### config.mk
export PLATFORM = sky130hd
export DESIGN_NAME = processor_controller_flat
export DESIGN_NICKNAME = d
export VERILOG_FILES = /design/src/rtl/processor_controller_if.sv /design/src/rtl/processor_controller.sv /design/src/flat_wrapper.sv
export SDC_FILE = /design/constraint.sdc
export NUM_CORES = 1
export LEC_CHECK = 0
export CORE_UTILIZATION = 35
export CTS_CLUSTER_DIAMETER = 100
export DETAILED_ROUTE_END_ITERATION = 12
export PLACE_DENSITY = 0.7
export SLEW_MARGIN = 20
export SYNTH_ARGS = -nofsm -noshare
export SYNTH_HDL_FRONTEND = slang
export SYNTH_SLANG_ARGS = --single-unit
### constraint.sdc
create_clock -name CLOCK_50 -period 3.11 [get_ports CLOCK_50]
set_clock_uncertainty 0.2 [all_clocks]
set_input_delay 0.622 -clock CLOCK_50 [delete_from_list [all_inputs] [get_ports CLOCK_50]]
set_output_delay 0.622 -clock CLOCK_50 [all_outputs]
set_load 0.05 [all_outputs]
### src/rtl/processor_controller_if.sv
`default_nettype none
// ==========================================================================
// processor_controller_if: controller <-> datapath control bundle.  Rev 1.0
// ==========================================================================
interface processor_controller_if #(
  parameter int DATA_W = 10,
  parameter int NREG   = 4
);
  logic              Run;
  logic [DATA_W-1:0] raw_data;
  logic [DATA_W-1:0] IR;
  logic [1:0]        Tstep;
  logic              IRin;
  logic [NREG-1:0]   Rin;
  logic [NREG-1:0]   Rout;
  logic              Ain;
  logic              Gin;
  logic              Gout;
  logic              Extern;
  logic              Immout;
  logic [DATA_W-1:0] Imm;
  logic [3:0]        ALU_fn;
  logic              Done;
  logic              Illegal;

  modport master (
    input  Run, raw_data,
    output IR, Tstep, IRin, Rin, Rout, Ain, Gin, Gout, Extern, Immout,
           Imm, ALU_fn, Done, Illegal
  );

  modport slave (
    output Run, raw_data,
    input  IR, Tstep, IRin, Rin, Rout, Ain, Gin, Gout, Extern, Immout,
           Imm, ALU_fn, Done, Illegal
  );
endinterface
`default_nettype wire

### src/rtl/processor_controller.sv
`default_nettype none
// ==========================================================================
// processor_controller: IR + timestep FSM decoding the 10-bit ISA.  Rev 1.0
// ==========================================================================
module processor_controller #(
  parameter int DATA_W = 10,
  parameter int NREG   = 4
) (
  input  logic                          CLOCK_50,
  input  logic                          Clear,
  processor_controller_if.master        bus
);

  typedef enum logic [1:0] {TS0 = 2'd0, TS1 = 2'd1, TS2 = 2'd2, TS3 = 2'd3} tstep_t;
  typedef enum logic [2:0] {K_LD, K_CP, K_UN, K_BIN, K_IMM, K_ILL} kind_t;

  tstep_t            r_tstep, w_tstep_nxt;
  logic [DATA_W-1:0] r_ir;

  logic [1:0]      w_class, w_x, w_y;
  logic [3:0]      w_fn;
  kind_t           w_kind;
  logic [NREG-1:0] w_x_oh, w_y_oh;
  logic            w_irin, w_ain, w_gin, w_gout, w_extern, w_immout, w_done, w_illegal;
  logic [NREG-1:0] w_rin, w_rout;
  logic [3:0]      w_alu_fn;

  assign w_class = r_ir[DATA_W-1:DATA_W-2];
  assign w_x     = r_ir[7:6];
  assign w_y     = r_ir[5:4];
  assign w_fn    = r_ir[3:0];

  always_ff @(posedge CLOCK_50) begin
    if (Clear) begin
      r_tstep <= TS0;
      r_ir    <= '0;
    end else begin
      r_tstep <= w_tstep_nxt;
      if (w_irin) r_ir <= bus.raw_data;
    end
  end

  always_comb begin
    w_kind = K_ILL;
    case (w_class)
      2'b00: begin
        case (w_fn)
          4'b0000:                   w_kind = K_LD;
          4'b0001:                   w_kind = K_CP;
          4'b0100, 4'b0101:          w_kind = K_UN;
          4'b0010, 4'b0011,
          4'b0110, 4'b0111, 4'b1000,
          4'b1001, 4'b1010, 4'b1011: w_kind = K_BIN;
          default:                   w_kind = K_ILL;
        endcase
      end
      2'b10, 2'b11: w_kind = K_IMM;
      default:      w_kind = K_ILL;
    endcase
  end

  always_comb begin
    w_x_oh       = '0;
    w_x_oh[w_x]  = 1'b1;
    w_y_oh       = '0;
    w_y_oh[w_y]  = 1'b1;
  end

  // ALU function is presented for the whole instruction so G captures the right result.
  always_comb begin
    w_alu_fn = 4'b0000;
    if (r_tstep != TS0) begin
      case (w_class)
        2'b00:   w_alu_fn = w_fn;
        2'b10:   w_alu_fn = 4'b0010;
        2'b11:   w_alu_fn = 4'b0011;
        default: w_alu_fn = 4'b0000;
      endcase
    end
  end

  always_comb begin
    w_tstep_nxt = r_tstep;
    w_irin      = 1'b0;
    w_rin       = '0;
    w_rout      = '0;
    w_ain       = 1'b0;
    w_gin       = 1'b0;
    w_gout      = 1'b0;
    w_extern    = 1'b0;
    w_immout    = 1'b0;
    w_done      = 1'b0;
    w_illegal   = 1'b0;
    case (r_tstep)
      TS0: begin
        if (bus.Run) begin
          w_irin      = 1'b1;
          w_tstep_nxt = TS1;
        end
      end
      TS1: begin
        case (w_kind)
          K_LD:  begin w_extern = 1'b1; w_rin = w_x_oh; w_done = 1'b1; end
          K_CP:  begin w_rout = w_y_oh; w_rin = w_x_oh; w_done = 1'b1; end
          K_UN:  begin w_rout = w_y_oh; w_gin = 1'b1; w_tstep_nxt = TS2; end
          K_BIN,
          K_IMM: begin w_rout = w_x_oh; w_ain = 1'b1; w_tstep_nxt = TS2; end
          default: begin w_done = 1'b1; w_illegal = 1'b1; end
        endcase
      end
      TS2: begin
        case (w_kind)
          K_UN:  begin w_gout = 1'b1; w_rin = w_x_oh; w_done = 1'b1; end
          K_BIN: begin w_rout = w_y_oh; w_gin = 1'b1; w_tstep_nxt = TS3; end
          K_IMM: begin w_immout = 1'b1; w_gin = 1'b1; w_tstep_nxt = TS3; end
          default: w_tstep_nxt = TS0;
        endcase
      end
      TS3: begin
        if (w_kind == K_BIN || w_kind == K_IMM) begin
          w_gout = 1'b1;
          w_rin  = w_x_oh;
          w_done = 1'b1;
        end else begin
          w_tstep_nxt = TS0;
        end
      end
      default: w_tstep_nxt = TS0;
    endcase
    if (w_done) w_tstep_nxt = TS0;
  end

  assign bus.IR      = r_ir;
  assign bus.Tstep   = r_tstep;
  assign bus.IRin    = w_irin;
  assign bus.Rin     = w_rin;
  assign bus.Rout    = w_rout;
  assign bus.Ain     = w_ain;
  assign bus.Gin     = w_gin;
  assign bus.Gout    = w_gout;
  assign bus.Extern  = w_extern;
  assign bus.Immout  = w_immout;
  assign bus.Imm     = {{(DATA_W-6){1'b0}}, r_ir[5:0]};
  assign bus.ALU_fn  = w_alu_fn;
  assign bus.Done    = w_done;
  assign bus.Illegal = w_illegal;

endmodule
`default_nettype wire

### src/flat_wrapper.sv
// flat-port wrapper written by rule: the top's interface ports become plain ports
module processor_controller_flat 
#(
  parameter int DATA_W = 10,
  parameter int NREG   = 4
)
  (CLOCK_50, Clear, bus_Run, bus_raw_data, bus_IR, bus_Tstep, bus_IRin, bus_Rin, bus_Rout, bus_Ain, bus_Gin, bus_Gout, bus_Extern, bus_Immout, bus_Imm, bus_ALU_fn, bus_Done, bus_Illegal);
  processor_controller_if #(.DATA_W(DATA_W), .NREG(NREG)) bus_i ();
  input  logic CLOCK_50;
  input  logic Clear;
  input wire logic [$bits(bus_i.Run)-1:0] bus_Run;
  input wire logic [$bits(bus_i.raw_data)-1:0] bus_raw_data;
  output wire logic [$bits(bus_i.IR)-1:0] bus_IR;
  output wire logic [$bits(bus_i.Tstep)-1:0] bus_Tstep;
  output wire logic [$bits(bus_i.IRin)-1:0] bus_IRin;
  output wire logic [$bits(bus_i.Rin)-1:0] bus_Rin;
  output wire logic [$bits(bus_i.Rout)-1:0] bus_Rout;
  output wire logic [$bits(bus_i.Ain)-1:0] bus_Ain;
  output wire logic [$bits(bus_i.Gin)-1:0] bus_Gin;
  output wire logic [$bits(bus_i.Gout)-1:0] bus_Gout;
  output wire logic [$bits(bus_i.Extern)-1:0] bus_Extern;
  output wire logic [$bits(bus_i.Immout)-1:0] bus_Immout;
  output wire logic [$bits(bus_i.Imm)-1:0] bus_Imm;
  output wire logic [$bits(bus_i.ALU_fn)-1:0] bus_ALU_fn;
  output wire logic [$bits(bus_i.Done)-1:0] bus_Done;
  output wire logic [$bits(bus_i.Illegal)-1:0] bus_Illegal;
  assign bus_i.Run = bus_Run;
  assign bus_i.raw_data = bus_raw_data;
  assign bus_IR = bus_i.IR;
  assign bus_Tstep = bus_i.Tstep;
  assign bus_IRin = bus_i.IRin;
  assign bus_Rin = bus_i.Rin;
  assign bus_Rout = bus_i.Rout;
  assign bus_Ain = bus_i.Ain;
  assign bus_Gin = bus_i.Gin;
  assign bus_Gout = bus_i.Gout;
  assign bus_Extern = bus_i.Extern;
  assign bus_Immout = bus_i.Immout;
  assign bus_Imm = bus_i.Imm;
  assign bus_ALU_fn = bus_i.ALU_fn;
  assign bus_Done = bus_i.Done;
  assign bus_Illegal = bus_i.Illegal;
  processor_controller #(.DATA_W(DATA_W), .NREG(NREG)) u_core (.CLOCK_50(CLOCK_50), .Clear(Clear), .bus(bus_i));
endmodule
==> impl_metrics.toml <==
[placement]
dp_worst_setup_slack_ps = 283.7
gp_congestion = 0.7739
dp_hpwl_mm = 2.322
placed_area_um2 = 1752
io_buffers = 50
place_inst = 223

[sta]
drv_slew = 0
fin_crit_sh = 0.9525
max_freq_mhz = 337.6
fin_tns_setup_ps = 0
setup_viol = 0
rsz0062_at_grt = "false"
final.min_clock_period_ps = 2962
setup_slack_ps = 147.7
relSlewSlack = 0.6386
worst_pin_slew_ps = 540.4
hold_viol = 0

[routing]
drc = 0
via_per_inst = 5.000
drt_iter0_markers = 35
ant_nets = 0
dr.pass1.iters = 4
dr_total_vias = 1135
drt-total-wl_mm = 2.999
wl_per_cell_um = 13.21

[yosys]
synthFlopType = "dfxtp_1"
syn_inst = 142
netlist_area_um2 = 1200
syn_avg_cell_area_um2 = 8.450
synthDistinctLibCells = 49
synth_edf_count = 0
ys_seq_area_frac = 0.2503
ys_ff_latch = 15
async_reset_ff_frac = 0
yosysWarnings = 0

[critical_path]
path_buf_inv = 2
critical_path_arrival_ps = 2140
rr_worst_depth = 7
critPathLaunchType = "register"
crit_path_max_fanout = 9
critPathMaxStageDelay_ps = 820
cp.depth = 4
cp-end-kind = "output port"
cp_cell_sequence = "inv_1 -> ha_1 -> a21oi_1 -> clkdlybuf4s50_1"
cpMaxStageDelayCell = "clkdlybuf4s50_1"
crit_type = "reg2out"
crit_family = "buffers and inverters"
required_ps = 2290

[clock_network]
ctsHoldBuffers = 0
cts.reportedPaths.clkPinSlew_ps = 90
clock_path_buffers = 2
clk_latency_ps = 280
cts_sinks = 15
post_cts.repair.setup_buffers = 0
htree_levels = 1
cts_buffers = 3
tritoncts = "done"
clock-root-buffer = "clkbuf_4"

[global_routing]
grt_usage = 0.1738
grt.overflow.total = 0
first_global_vias = 1072
antenna_found_initial = 0
grt_pass1_wl_mm = 4.836
grt_max_degree = 14

[power]
power.share.sequential = 0.246
powerDensity_nw_per_um2 = 744.1
p_int_mw = 0.6200
switchingPower_mw = 0.7049
p_leak_nw = 0.6996
clkPwrFrac = 0.084
peakVddDrop_mv = 0.3310
swShare = 0.5320
combinationalPowerShare = 0.670

[cells_and_area]
final_cell_mix = "clkdlybuf4s50_1 (33), nand2_1 (19), dfxtp_1 (15)"
area_growth_syn_to_layout_pct = 48.38
final_area_um2 = 1780
final_common_cell = "clkdlybuf4s50_1"
final_nets = 202
n_antenna_cell = 0
layoutNonFillerInstCount = 227
layout-drive-gt1-share = 0.2404

[floorplanning]
initial_utilization = 0.3806
die_w_um = 60.55
io_pins = 55
die_h_um = 60.55
rows = 20
die-area_um2 = 3666
core_um2 = 3153

[run_status]
status = "complete, no violations"

[run]
cap_violations = 0

[worst_hold_path]
hp-class = "reg2reg"
hold_depth = 2
[layout make-up]
cell class              count  area [um2]
flip-flops and latches     15       300.3
clock buffers               3       22.52
well taps                  44       55.05
clock inverters             1       5.005
fillers                   310        1373
inverters                   7       26.28
multi-input cells         105       779.5
repair buffers             52       591.8
[power groups by stage]
stage	clock network (mW)	logic, mW	registers (mW)
after floorplan	0	0.601	0.389
after global placement	0	0.879	0.323
after detailed placement	0	0.888	0.330
after CTS	0.116	0.890	0.327
after global routing	0.124	0.947	0.341
final	0.112	0.888	0.326
[logic make-up after synthesis]
family          after synthesis  synth area share
fa+ha+maj                     5           0.05214
buf+inv                      25            0.1283
simple gates                 59            0.3108
compound gates               34            0.2315
mux                           2           0.01668
flops                        15            0.2503
xor+xnor                      1          0.007301
other cells                   1          0.003125
[Yosys cell counts (2+ instances only)]
master | count | share of area
nor2_1 | 4 | 0.013
nand3_2 | 2 | 0.017
o31a_1 | 2 | 0.015
nand3_1 | 4 | 0.017
mux2i_1 | 2 | 0.017
a21boi_0 | 4 | 0.025
buf_4 | 11 | 0.069
nor3_1 | 4 | 0.017
nand3b_1 | 3 | 0.019
buf_1 | 2 | 0.0063
nand4_1 | 2 | 0.010
a21oi_1 | 11 | 0.046
nand2_1 | 19 | 0.059
ha_1 | 5 | 0.052
o21ai_0 | 2 | 0.0083
nand4b_1 | 2 | 0.015
dfxtp_1 | 15 | 0.25
and2_1 | 3 | 0.016
buf_2 | 3 | 0.013
o21a_1 | 3 | 0.019
buf_6 | 2 | 0.019
a21bo_2 | 2 | 0.017
inv_1 | 6 | 0.019
nor3b_1 | 4 | 0.025
[routing by layer]
metal	global-route usage	routed length, um
met4	0.06818	34
met1	0.2218	1362
met3	0.03412	163
met5	0	0
met2	0.2889	1439
[metrics by stage]
stage	hold slack, ps	power [mW]	util
after floorplan	503.2	0.9894	-
after global placement	314.3	1.202	0.5556
after detailed placement	326.5	1.217	0.5556
after CTS	346.0	1.334	0.5639
after global routing	379.0	1.412	0.5647
final	342.8	1.325	0.5647
[worst min-delay path: stages, from the launching register on]
cell and delay, ps:
dfxtp_1 370, nand2_1 70, a21oi_1 60
[path summary, 6_finish.rpt]
check / start / endpoint / slack (ps)
worst max-delay path: u_core.bus.Tstep[1] / bus_ALU_fn[0] / 150
worst min-delay path: u_core.bus.IR[4] / u_core.bus.IR[4] / 340
worst max register to register: u_core.bus.Tstep[1] / register / 690
worst min register to register: u_core.bus.IR[4] / u_core.bus.IR[4] / 340
[what timing repair did]
item / in CTS / in global routing
endpoints found under the hold margin: 0 / 0
endpoints found under the setup margin: 1 / 3
resized for setup: 1 / 2
Note: power is estimated with default switching activity, not from simulation.
